--- src/rtl/mips_register_write_arbiter_pkg.sv ---
// Shared definitions for the register write-port arbiter: scoreboard width,
// drain FSM encoding, starvation default and a small queue-occupancy helper.
package mips_register_write_arbiter_pkg;

  // Default number of architectural registers (width of the pending vector).
  localparam int PENDING_W = 32;

  // Default number of consecutive blocked cycles before a long result
  // takes the write port away from the pipeline.
  localparam int DEFAULT_STARVE = 4;

  // Drain FSM on the result-queue head.
  typedef enum logic [1:0] {
    DRAIN_IDLE  = 2'd0,
    DRAIN_WAIT  = 2'd1,
    DRAIN_FORCE = 2'd2
  } drain_state_t;

  // Occupancy of the 2-entry result queue, derived from its full/empty flags.
  function automatic logic [1:0] queue_occupancy(input logic full, input logic empty);
    logic [1:0] occ;
    if (full) begin
      occ = 2'd2;
    end else if (empty) begin
      occ = 2'd0;
    end else begin
      occ = 2'd1;
    end
    return occ;
  endfunction

endpackage

--- src/rtl/mips_register_write_arbiter_result_queue.sv ---
// Two-entry {addr, data} FIFO holding long-unit results until the write port
// is free. A pop in the same cycle as a push is allowed; a push into a full
// queue is ignored (the producer only pushes when not full).
module mips_register_write_arbiter_result_queue
  import mips_register_write_arbiter_pkg::*;
#(
  parameter int ADDR_W = 5,
  parameter int DATA_W = 32
) (
  input  logic              clk,
  input  logic              rst,
  input  logic              push,
  input  logic [ADDR_W-1:0] push_addr,
  input  logic [DATA_W-1:0] push_data,
  input  logic              pop,
  output logic [ADDR_W-1:0] head_addr,
  output logic [DATA_W-1:0] head_data,
  output logic              full,
  output logic              empty
);

  logic [ADDR_W-1:0] addr_mem [2];
  logic [DATA_W-1:0] data_mem [2];
  logic              wr_ptr;
  logic              rd_ptr;
  logic [1:0]        count;
  logic              do_push;
  logic              do_pop;

  assign full      = (count == 2'd2);
  assign empty     = (count == 2'd0);
  assign do_push   = push && !full;
  assign do_pop    = pop && !empty;
  assign head_addr = addr_mem[rd_ptr];
  assign head_data = data_mem[rd_ptr];

  // Pointer and occupancy bookkeeping; reset discards any queued entries.
  always_ff @(posedge clk) begin
    if (rst) begin
      wr_ptr <= 1'b0;
      rd_ptr <= 1'b0;
      count  <= 2'd0;
    end else begin
      if (do_push) begin
        wr_ptr <= ~wr_ptr;
      end
      if (do_pop) begin
        rd_ptr <= ~rd_ptr;
      end
      count <= count + {1'b0, do_push} - {1'b0, do_pop};
    end
  end

  // Entry storage; contents are only meaningful while counted as occupied.
  always_ff @(posedge clk) begin
    if (do_push) begin
      addr_mem[wr_ptr] <= push_addr;
      data_mem[wr_ptr] <= push_data;
    end
  end

endmodule

--- src/rtl/mips_register_write_arbiter.sv ---
// Shares the register file's single write port between pipeline writeback and
// the long-latency unit. Tracks outstanding long destinations in a pending
// scoreboard (issue stalls on RAW/WAW) and forces queued long results onto the
// port after STARVE blocked cycles so they cannot be starved.
module mips_register_write_arbiter
  import mips_register_write_arbiter_pkg::*;
#(
  parameter int DATA_W = 32,
  parameter int ADDR_L = PENDING_W,
  parameter int ADDR_W = $clog2(ADDR_L),
  parameter int STARVE = DEFAULT_STARVE
) (
  input  logic              clk,
  input  logic              rst,
  input  logic              wbValid,
  input  logic [ADDR_W-1:0] wbAddr,
  input  logic [DATA_W-1:0] wbData,
  output logic              wbStall,
  input  logic              lngValid,
  input  logic [ADDR_W-1:0] lngAddr,
  input  logic [DATA_W-1:0] lngData,
  output logic              lngReady,
  input  logic              issueLong,
  input  logic [ADDR_W-1:0] issueDst,
  input  logic [ADDR_W-1:0] issueSrc1,
  input  logic [ADDR_W-1:0] issueSrc2,
  output logic              issueStall,
  output logic [ADDR_W-1:0] wrAddr,
  output logic [DATA_W-1:0] wrData,
  output logic              wrEnable,
  output logic              busy
);

  localparam int CNT_W = $clog2(STARVE + 1);
  localparam logic [ADDR_W-1:0] ADDR_ZERO = {ADDR_W{1'b0}};

  logic [ADDR_L-1:0] pending;
  logic [ADDR_L-1:0] pending_set;
  logic [ADDR_L-1:0] pending_clr;
  drain_state_t      state;
  drain_state_t      state_next;
  logic [CNT_W-1:0]  starve_cnt;
  logic [CNT_W-1:0]  starve_cnt_next;
  logic              q_push;
  logic              q_pop;
  logic              q_full;
  logic              q_empty;
  logic [ADDR_W-1:0] q_head_addr;
  logic [DATA_W-1:0] q_head_data;
  logic [1:0]        occ_next;
  logic              issue_accept;
  logic              sel_valid;

  assign lngReady = !q_full && !rst;
  assign q_push   = lngValid && lngReady;
  assign busy     = (|pending) || !q_empty;

  mips_register_write_arbiter_result_queue #(
    .ADDR_W (ADDR_W),
    .DATA_W (DATA_W)
  ) u_result_queue (
    .clk       (clk),
    .rst       (rst),
    .push      (q_push),
    .push_addr (lngAddr),
    .push_data (lngData),
    .pop       (q_pop),
    .head_addr (q_head_addr),
    .head_data (q_head_data),
    .full      (q_full),
    .empty     (q_empty)
  );

  // Hazard check against the registered scoreboard; register 0 never stalls.
  always_comb begin
    issueStall = 1'b0;
    if (rst) begin
      issueStall = 1'b0;
    end else begin
      issueStall = ((issueSrc1 != ADDR_ZERO) && pending[issueSrc1])
                || ((issueSrc2 != ADDR_ZERO) && pending[issueSrc2])
                || ((issueDst  != ADDR_ZERO) && pending[issueDst]);
    end
  end

  assign issue_accept = issueLong && !issueStall && (issueDst != ADDR_ZERO);

  // Scoreboard set on accepted long issue, clear when the queue head is written.
  always_comb begin
    pending_set = {ADDR_L{1'b0}};
    pending_clr = {ADDR_L{1'b0}};
    for (int i = 0; i < ADDR_L; i++) begin
      pending_set[i] = issue_accept && (issueDst == ADDR_W'(i));
      pending_clr[i] = q_pop && (q_head_addr == ADDR_W'(i));
    end
  end

  // Drain FSM next state: pop when forced or when the pipeline leaves the port free.
  always_comb begin
    q_pop           = !q_empty && ((state == DRAIN_FORCE) || !wbValid);
    occ_next        = queue_occupancy(q_full, q_empty) + {1'b0, q_push} - {1'b0, q_pop};
    state_next      = state;
    starve_cnt_next = starve_cnt;
    if (q_pop) begin
      starve_cnt_next = {CNT_W{1'b0}};
      state_next      = (occ_next != 2'd0) ? DRAIN_WAIT : DRAIN_IDLE;
    end else if (!q_empty) begin
      starve_cnt_next = starve_cnt + CNT_W'(1);
      state_next      = (starve_cnt == CNT_W'(STARVE - 1)) ? DRAIN_FORCE : DRAIN_WAIT;
    end else begin
      starve_cnt_next = {CNT_W{1'b0}};
      state_next      = q_push ? DRAIN_WAIT : DRAIN_IDLE;
    end
  end

  // Write-port mux: pipeline wins except in FORCE, where it is held off.
  always_comb begin
    wrAddr    = wbAddr;
    wrData    = wbData;
    sel_valid = 1'b0;
    wbStall   = 1'b0;
    if (rst) begin
      sel_valid = 1'b0;
    end else begin
      case (state)
        DRAIN_FORCE: begin
          wrAddr    = q_head_addr;
          wrData    = q_head_data;
          sel_valid = 1'b1;
          wbStall   = 1'b1;
        end
        DRAIN_IDLE, DRAIN_WAIT: begin
          if (wbValid) begin
            sel_valid = 1'b1;
          end else if (!q_empty) begin
            wrAddr    = q_head_addr;
            wrData    = q_head_data;
            sel_valid = 1'b1;
          end else begin
            sel_valid = 1'b0;
          end
        end
        default: begin
          sel_valid = 1'b0;
        end
      endcase
    end
    wrEnable = sel_valid && (wrAddr != ADDR_ZERO);
  end

  // Scoreboard and drain FSM registers; reset drops everything unwritten.
  always_ff @(posedge clk) begin
    if (rst) begin
      pending    <= {ADDR_L{1'b0}};
      state      <= DRAIN_IDLE;
      starve_cnt <= {CNT_W{1'b0}};
    end else begin
      pending    <= (pending & ~pending_clr) | pending_set;
      state      <= state_next;
      starve_cnt <= starve_cnt_next;
    end
  end

endmodule
--- config.mk ---
export PLATFORM = sky130hd
export DESIGN_NAME = mips_register_write_arbiter
export DESIGN_NICKNAME = d
export VERILOG_FILES = /design/src/rtl/mips_register_write_arbiter_pkg.sv /design/src/rtl/mips_register_write_arbiter_result_queue.sv /design/src/rtl/mips_register_write_arbiter.sv
export SDC_FILE = /design/constraint.sdc
export NUM_CORES = 1
export LEC_CHECK = 0
export CAP_MARGIN = 20
export CORE_MARGIN = 2
export CORE_UTILIZATION = 49
export CTS_CLUSTER_DIAMETER = 150
export CTS_CLUSTER_SIZE = 24
export DETAILED_ROUTE_END_ITERATION = 8
export GPL_TIMING_DRIVEN = 0
export PLACE_DENSITY = 0.78
export SETUP_SLACK_MARGIN = 0.5
export SLEW_MARGIN = 20
export SYNTH_ARGS = -nofsm -noshare
export SYNTH_HDL_FRONTEND = slang
export SYNTH_SLANG_ARGS = --single-unit
--- constraint.sdc ---
create_clock -name clk -period 4 [get_ports clk]
set_input_delay 0.8 -clock clk [delete_from_list [all_inputs] [get_ports clk]]
set_output_delay 0.8 -clock clk [all_outputs]
set_load 0.01 [all_outputs]
==> results.sh, run 1 <==
export IMPL_outcome="completed"
export IMPL_synth_seq_cells=116
export IMPL_cts_max_level=4
export IMPL_finalWeightedCongestion=1.00
export IMPL_synth_most_common_cell="edfxtp_1"
export IMPL_clockBufferDepth=2
export IMPL_grt_usage_pct=28.4
export IMPL_setup_violations_final=0
export IMPL_worst_setup_path_end_kind="output port"
export IMPL_clk_pin_slew_worst_paths_ns=0.05
export IMPL_synth_top_family_by_area="multiplexers"
export IMPL_setup_tns_ns=0
export IMPL_leakage_uw=0.00314
export IMPL_vias_per_cell=6.00
export IMPL_overflow=0
export IMPL_path_max_fanout=2
export IMPL_ys_seq_area_share_pct=50.1
export IMPL_use_met3_pct=5.96
export IMPL_max_slew_margin_rel_pct=46.8
export IMPL_cts_root_buf="clkbuf_16"
export IMPL_finalCriticalPeriod_ns=3.72
export IMPL_synthesis_nets=649
export IMPL_finalWirelength_mm=18.7
export IMPL_synthCells=549
export IMPL_ctsHoldBuffers=0
export IMPL_dieHeight_um=116
export IMPL_nFillCells=909
export IMPL_fp_dieArea_um2=13400
export IMPL_cts_tree="built"
export IMPL_yosysTopAreaCell="edfxtp_1"
export IMPL_yosysWarnings=0
export IMPL_grt_pass1_wl_mm=28.6
export IMPL_synth_compound_area_share_pct=14.4
export IMPL_die_x_um=116
export IMPL_antenna_found_initial=0
export IMPL_dr_pass1_iters=5
export IMPL_hold_viol_final=0
export IMPL_synth_fa_ha_area_share_pct=1.23
export IMPL_worst_slew_pin_slew_ns=0.788
export IMPL_synthTopCellsByArea="edfxtp_1, dfxtp_1, mux2i_1"
export IMPL_layout_nets=819
export IMPL_rows=40
export IMPL_synth_top_cell_area_share_pct=36.3
export IMPL_io_pins=136
export IMPL_numCtsBuffers=17
export IMPL_rsz0062_at_grt="yes"
export IMPL_worstSkewPairLatency_ns=0.41
export IMPL_netlist_area_um2=6110
export IMPL_ys_async_sr_fraction_pct=0
export IMPL_core_um2=12100
export IMPL_start_util_pct=50.5
export IMPL_via_count=5401
export IMPL_cp_start_kind="input pin"
export IMPL_drive_gt1_share_pct=16.5
export IMPL_io_buffer_count=129
export IMPL_synth_area_per_cell_um2=11.1
export IMPL_hpwl_mm=13.4
export IMPL_p_per_area_nw_per_um2=451
export IMPL_drv_slew=0
export IMPL_ant_nets=0
export IMPL_drv_cap=0
export IMPL_whs_ns=0.435
export IMPL_grt_busiest_layer="met2"
export IMPL_drc=0
export IMPL_grtUsageMet2_pct=48.3
export IMPL_final_core_util_pct=70.1
export IMPL_ir_drop_v=0.000291
export IMPL_grt_max_degree=28
export IMPL_critical_path_class="input pin to output port"
export IMPL_synth_simple_area_share_pct=14.5
export IMPL_n_antenna_cell=0
export IMPL_drt_first_iter_violations=449
export IMPL_clkSinkCount=116
export IMPL_cp_arrival_ns=2.92
export IMPL_timing_fmax_mhz=268
export IMPL_synth_ff_type="edfxtp_1"
export IMPL_required_ns=3.20
export IMPL_grt_use_met1_pct=35.1
export IMPL_synth_edff_count=74
export IMPL_grt_pass1_vias=5349
export IMPL_hp_class="flip-flop to flip-flop"
export IMPL_skew_ns=0.0117
export IMPL_wl_per_cell_um=20.8
export IMPL_ys_top_cells_by_count="edfxtp_1, nand2_1, mux2i_1"
export IMPL_synthMuxAreaShare_pct=15.2
export IMPL_synthToLayoutAreaGrowth_pct=38.9
export IMPL_period_share_pct=93.1
export IMPL_ys_types=55
export IMPL_synth_xor_xnor_area_share_pct=0.859
[path summary, 6_finish.rpt]
check | start | end | slack [ns] | depth (start not counted)
max | issueDst[0] | issueStall | 0.28 | 10
min | starve_cnt[0] | starve_cnt[0] | 0.43 | 1
max reg2reg | pending[27] | pending[10] | 1.30 | 9
min reg2reg | starve_cnt[0] | starve_cnt[0] | 0.43 | 1
[per-stage QoR]
stage / area, um^2 / worst slack, ns / cells / power (uW)
floorplan: 6120 / 0.487 / 549 / 1980
global placement: 7620 / -0.943 / 846 / 2370
detailed placement: 7670 / -0.954 / 848 / 2400
CTS: 8440 / 0.180 / 898 / 3820
global route: 8490 / 0.206 / 900 / 3980
finish: 8490 / 0.275 / 900 / 3830
[sequential cells by signal, indices dropped and copies added, names as in the netlist, named ones only]
register / cells
u_result_queue.data_mem: 64
pending: 32
u_result_queue.addr_mem: 10
starve_cnt: 3
state: 2
u_result_queue.count: 2
u_result_queue.rd_ptr: 1
u_result_queue.wr_ptr: 1
[kinds of logic after synthesis]
kind of cell               after synthesis
adders and majority gates                6
DFF                                    116
buffers and inverters                   53
xor gates and xnor gates                 6
and+or+nand+nor                        169
muxes                                   71
AOI/OAI and AO/OA                      128
[area by class of cell]
cell class / count / area (um^2) / area share [%]
sequential: 116 / 3060 / 36.1
multi-input combinational: 380 / 2880 / 33.9
timing repair buffer: 151 / 1450 / 17.1
clock buffer: 21 / 440 / 5.19
buffer: 42 / 295 / 3.48
tap: 168 / 210 / 2.47
clock inverter: 11 / 111 / 1.31
inverter: 11 / 41.3 / 0.486
[where the power goes]
part / switching [uW] / internal [uW]
clock network: 512 / 906
registers: 40.0 / 1370
logic: 554 / 448
[cell usage in the layout, fill, tap and decap left out, drive strengths merged, types with 7 or more instances in the layout]
| cell type | count |
|---|---|
| clkdlybuf4s50 | 87 |
| o21ai | 46 |
| nand2b | 8 |
| dlygate4sd2 | 30 |
| edfxtp | 74 |
| clkbuf | 49 |
| mux4 | 17 |
| o41ai | 11 |
| dfxtp | 42 |
| nor2 | 29 |
| nand2 | 52 |
| nand4 | 9 |
| o211ai | 30 |
| nand3b | 10 |
| o31ai | 14 |
| inv | 11 |
| nand3 | 13 |
| nor2b | 12 |
| nor4 | 9 |
| clkinv | 7 |
| mux2i | 48 |
| buf | 42 |
[layer usage]
| layer | vias up | share of wire, % | wire length, um |
|---|---|---|---|
| li1 | 2475 | - | - |
| met1 | 2620 | 40 | 7430 |
| met2 | 268 | 50 | 9380 |
| met3 | 38 | 7.3 | 1360 |
| met4 | 0 | 2.7 | 512 |
| met5 | - | 0 | 0 |
[worst max-delay path, stage by stage]
cell and delay, ns:
buf_8 0.07, mux4_2 0.47, nand2b_4 0.14, nand4b_1 0.15, o31ai_2 0.11, or4b_4 0.52, buf_6 0.14, buf_8 0.11
o31a_1 0.25, buf_2 0.14
[timing repair]
action,4_1_cts,5_1_grt
gates resized for setup,100,25
endpoints found under the setup margin,39,8
setup buffers,18,2
pin swaps,8,6
Power figures use the tool's default switching activity.
==> run 2, diff against run 1 <==
--- a/config.mk
+++ b/config.mk
@@ -12,6 +12,7 @@
 export CTS_CLUSTER_SIZE = 24
 export DETAILED_ROUTE_END_ITERATION = 8
 export GPL_TIMING_DRIVEN = 0
+export HOLD_SLACK_MARGIN = 0.06
 export PLACE_DENSITY = 0.78
 export SETUP_SLACK_MARGIN = 0.5
 export SLEW_MARGIN = 20
==> results of run 2 <==
No change in the layout: final DEF, timing and power equal those of run 1.
==> run 3, diff against run 2 <==
--- a/config.mk
+++ b/config.mk
@@ -6,7 +6,6 @@
 export NUM_CORES = 1
 export LEC_CHECK = 0
 export CAP_MARGIN = 20
-export CORE_MARGIN = 2
 export CORE_UTILIZATION = 49
 export CTS_CLUSTER_DIAMETER = 150
 export CTS_CLUSTER_SIZE = 24
@@ -15,7 +14,7 @@
 export HOLD_SLACK_MARGIN = 0.06
 export PLACE_DENSITY = 0.78
 export SETUP_SLACK_MARGIN = 0.5
-export SLEW_MARGIN = 20
+export SLEW_MARGIN = 0
 export SYNTH_ARGS = -nofsm -noshare
 export SYNTH_HDL_FRONTEND = slang
 export SYNTH_SLANG_ARGS = --single-unit
==> run 3 against run 2 <==
  * Wire length decreased by 6.0%
  * Setup slack got worse by 0.0097 ns
  * Hold slack got worse by 0.0082 ns
  * Total power increased by 2.6%
  * Critical path depth increased by 1
  * Register-to-register slack got worse by 0.06 ns
  * Clock-buffer cell count decreased by 2
  * Sequential share of layout area decreased by 0.19 points
  * Final cell count decreased by 0.33%
  * Critical path type unchanged
  * First-iteration DRC count decreased by 0.22%
  * Clock skew decreased by 0.0024 ns
==> results.sh, run 3 (synthesis gave the netlist of run 1 again) <==
export IMPL_nFillCells=878
export IMPL_worst_setup_path_end_kind="output port"
export IMPL_via_count=5349
export IMPL_drive_gt1_share_pct=16.7
export IMPL_hp_class="flip-flop to flip-flop"
export IMPL_critical_path_class="input pin to output port"
export IMPL_clk_pin_slew_worst_paths_ns=0.05
export IMPL_ir_drop_v=0.000370
export IMPL_grt_pass1_vias=5381
export IMPL_leakage_uw=0.00317
export IMPL_regArea_um2=3060
export IMPL_drc=0
export IMPL_cts_root_buf="clkbuf_16"
export IMPL_whs_ns=0.426
export IMPL_finalCriticalPeriod_ns=3.73
export IMPL_grt_pass1_wl_mm=27.5
export IMPL_drv_slew=0
export IMPL_layout_nets=817
export IMPL_drv_cap=0
export IMPL_max_slew_margin_rel_pct=37.2
export IMPL_layout_cells_most_common="clkdlybuf4s50_1"
export IMPL_cp_start_kind="input pin"
export IMPL_wl_per_cell_um=19.6
export IMPL_setup_tns_ns=0
export IMPL_placed_area_um2=7650
export IMPL_grt_max_degree=38
export IMPL_final_cell_mix="clkdlybuf4s50_1, edfxtp_1, nand2_1"
export IMPL_synthToLayoutAreaGrowth_pct=39.6
export IMPL_critical_path_buf_inv_count=6
export IMPL_path_max_fanout=4
export IMPL_start_util_pct=50.5
export IMPL_dp_worst_setup_slack_ns=-0.838
export IMPL_io_pins=136
export IMPL_slowest_stage="mux4_2"
export IMPL_top_register="u_result_queue.data_mem"
export IMPL_hpwl_mm=12.4
export IMPL_fp_dieArea_um2=12900
export IMPL_dieHeight_um=114
export IMPL_core_um2=12100
export IMPL_drt_first_iter_violations=448
export IMPL_n_antenna_cell=0
export IMPL_grt_usage_pct=27.9
export IMPL_setup_slack_ns=0.266
export IMPL_design_area_um2=8540
export IMPL_multi_input_area_um2=2900
export IMPL_rsz0062_at_grt="yes"
export IMPL_finalWeightedCongestion=0.939
export IMPL_path_cells="buf_8 -> buf_6 -> buf_6 -> mux4_2 -> mux2_4 -> nand3_1 -> o211ai_1 -> buf_4 -> buf_8 -> o31a_1 -> buf_2"
export IMPL_die_x_um=114
export IMPL_fin_total_pwr_uw=3930
export IMPL_outcome="completed"
export IMPL_rows=40
export IMPL_io_buffer_count=129
export IMPL_setup_violations_final=0
export IMPL_timing_fmax_mhz=268
export IMPL_cp_arrival_ns=2.93
export IMPL_skew_ns=0.00929
export IMPL_worstSkewPairLatency_ns=0.40
export IMPL_worst_slew_pin_slew_ns=0.942
export IMPL_p_per_area_nw_per_um2=460
export IMPL_dr_pass1_iters=5
export IMPL_cts_tree="built"
export IMPL_critPathTopFamily="multiplexers"
export IMPL_period_share_pct=93.4
export IMPL_numCtsBuffers=17
export IMPL_ant_nets=0
export IMPL_required_ns=3.20
export IMPL_largest_reg_flops=64
export IMPL_max_stage_delay_ns=0.49
export IMPL_clkSinkCount=116
export IMPL_cts_max_level=4
export IMPL_overflow=0
export IMPL_top_regs="u_result_queue.data_mem: 64 flops, pending: 32 flops, u_result_queue.addr_mem: 10 flops"
export IMPL_antenna_found_initial=0
export IMPL_clockBufferDepth=2
export IMPL_finalWirelength_mm=17.5
export IMPL_hold_viol_final=0
export IMPL_vias_per_cell=5.96
-- run 3: cell types whose count changed in the layout (fill, tap and decap cells not counted), moves of 2 or more --
cell	previous run	this run
bufinv_16	2	4
clkinvlp_4	2	0
dlymetal6s2s_1	6	8
dlygate4sd2_1	30	28
clkinv_2	4	6
-- run 3: through the flow --
stage	instances	util (%)
floorplan	549	-
global placement	846	62.9
detailed placement	847	63.2
CTS	892	69.5
global route	897	70.5
finish	897	70.5
-- run 3: power by group --
group          internal [uW]  leakage (uW)  switching, uW  total (uW)
registers               1370       0.00102           41.5        1410
logic                    447       0.00185            536         983
clock network           1030      0.000298            507        1530
-- run 3: area by class of cell --
cell class,count,area share [%]
inverters,11,0.484
repair buffers,149,16.7
clock inverters,12,1.91
flip-flops and latches,116,35.9
clock buffers,19,5.07
well taps,168,2.46
multi-input cells,380,34.0
plain buffers,42,3.49
-- run 3: path summary, 6_finish.rpt --
| check | from | to | slack (ns) | depth (start not counted) |
|---|---|---|---|---|
| hold reg to reg | starve_cnt[0] | starve_cnt[0] | 0.43 | 1 |
| setup reg to reg | pending[24] | pending[28] | 1.24 | 10 |
| hold / removal | starve_cnt[0] | starve_cnt[0] | 0.43 | 1 |
| setup / recovery | issueSrc1[0] | issueStall | 0.27 | 11 |
-- run 3: metal layers --
layer | routed length [um] | track usage [%] | part of all wire (%)
met5 | 0 | 0 | 0
met4 | 348 | 10.4 | 2.0
met3 | 1300 | 7.39 | 7.4
met2 | 8740 | 48.0 | 50
met1 | 7160 | 33.7 | 41
-- run 3: what timing repair did --
| action | 4_1_cts | 5_1_grt |
|---|---|---|
| hold buffers | 0 | 0 |
| resized for setup | 94 | 34 |
| pin swaps | 8 | 6 |
| cloned | 1 | 0 |
| buffers inserted | 13 | 5 |
| endpoints found under the setup margin | 39 | 13 |
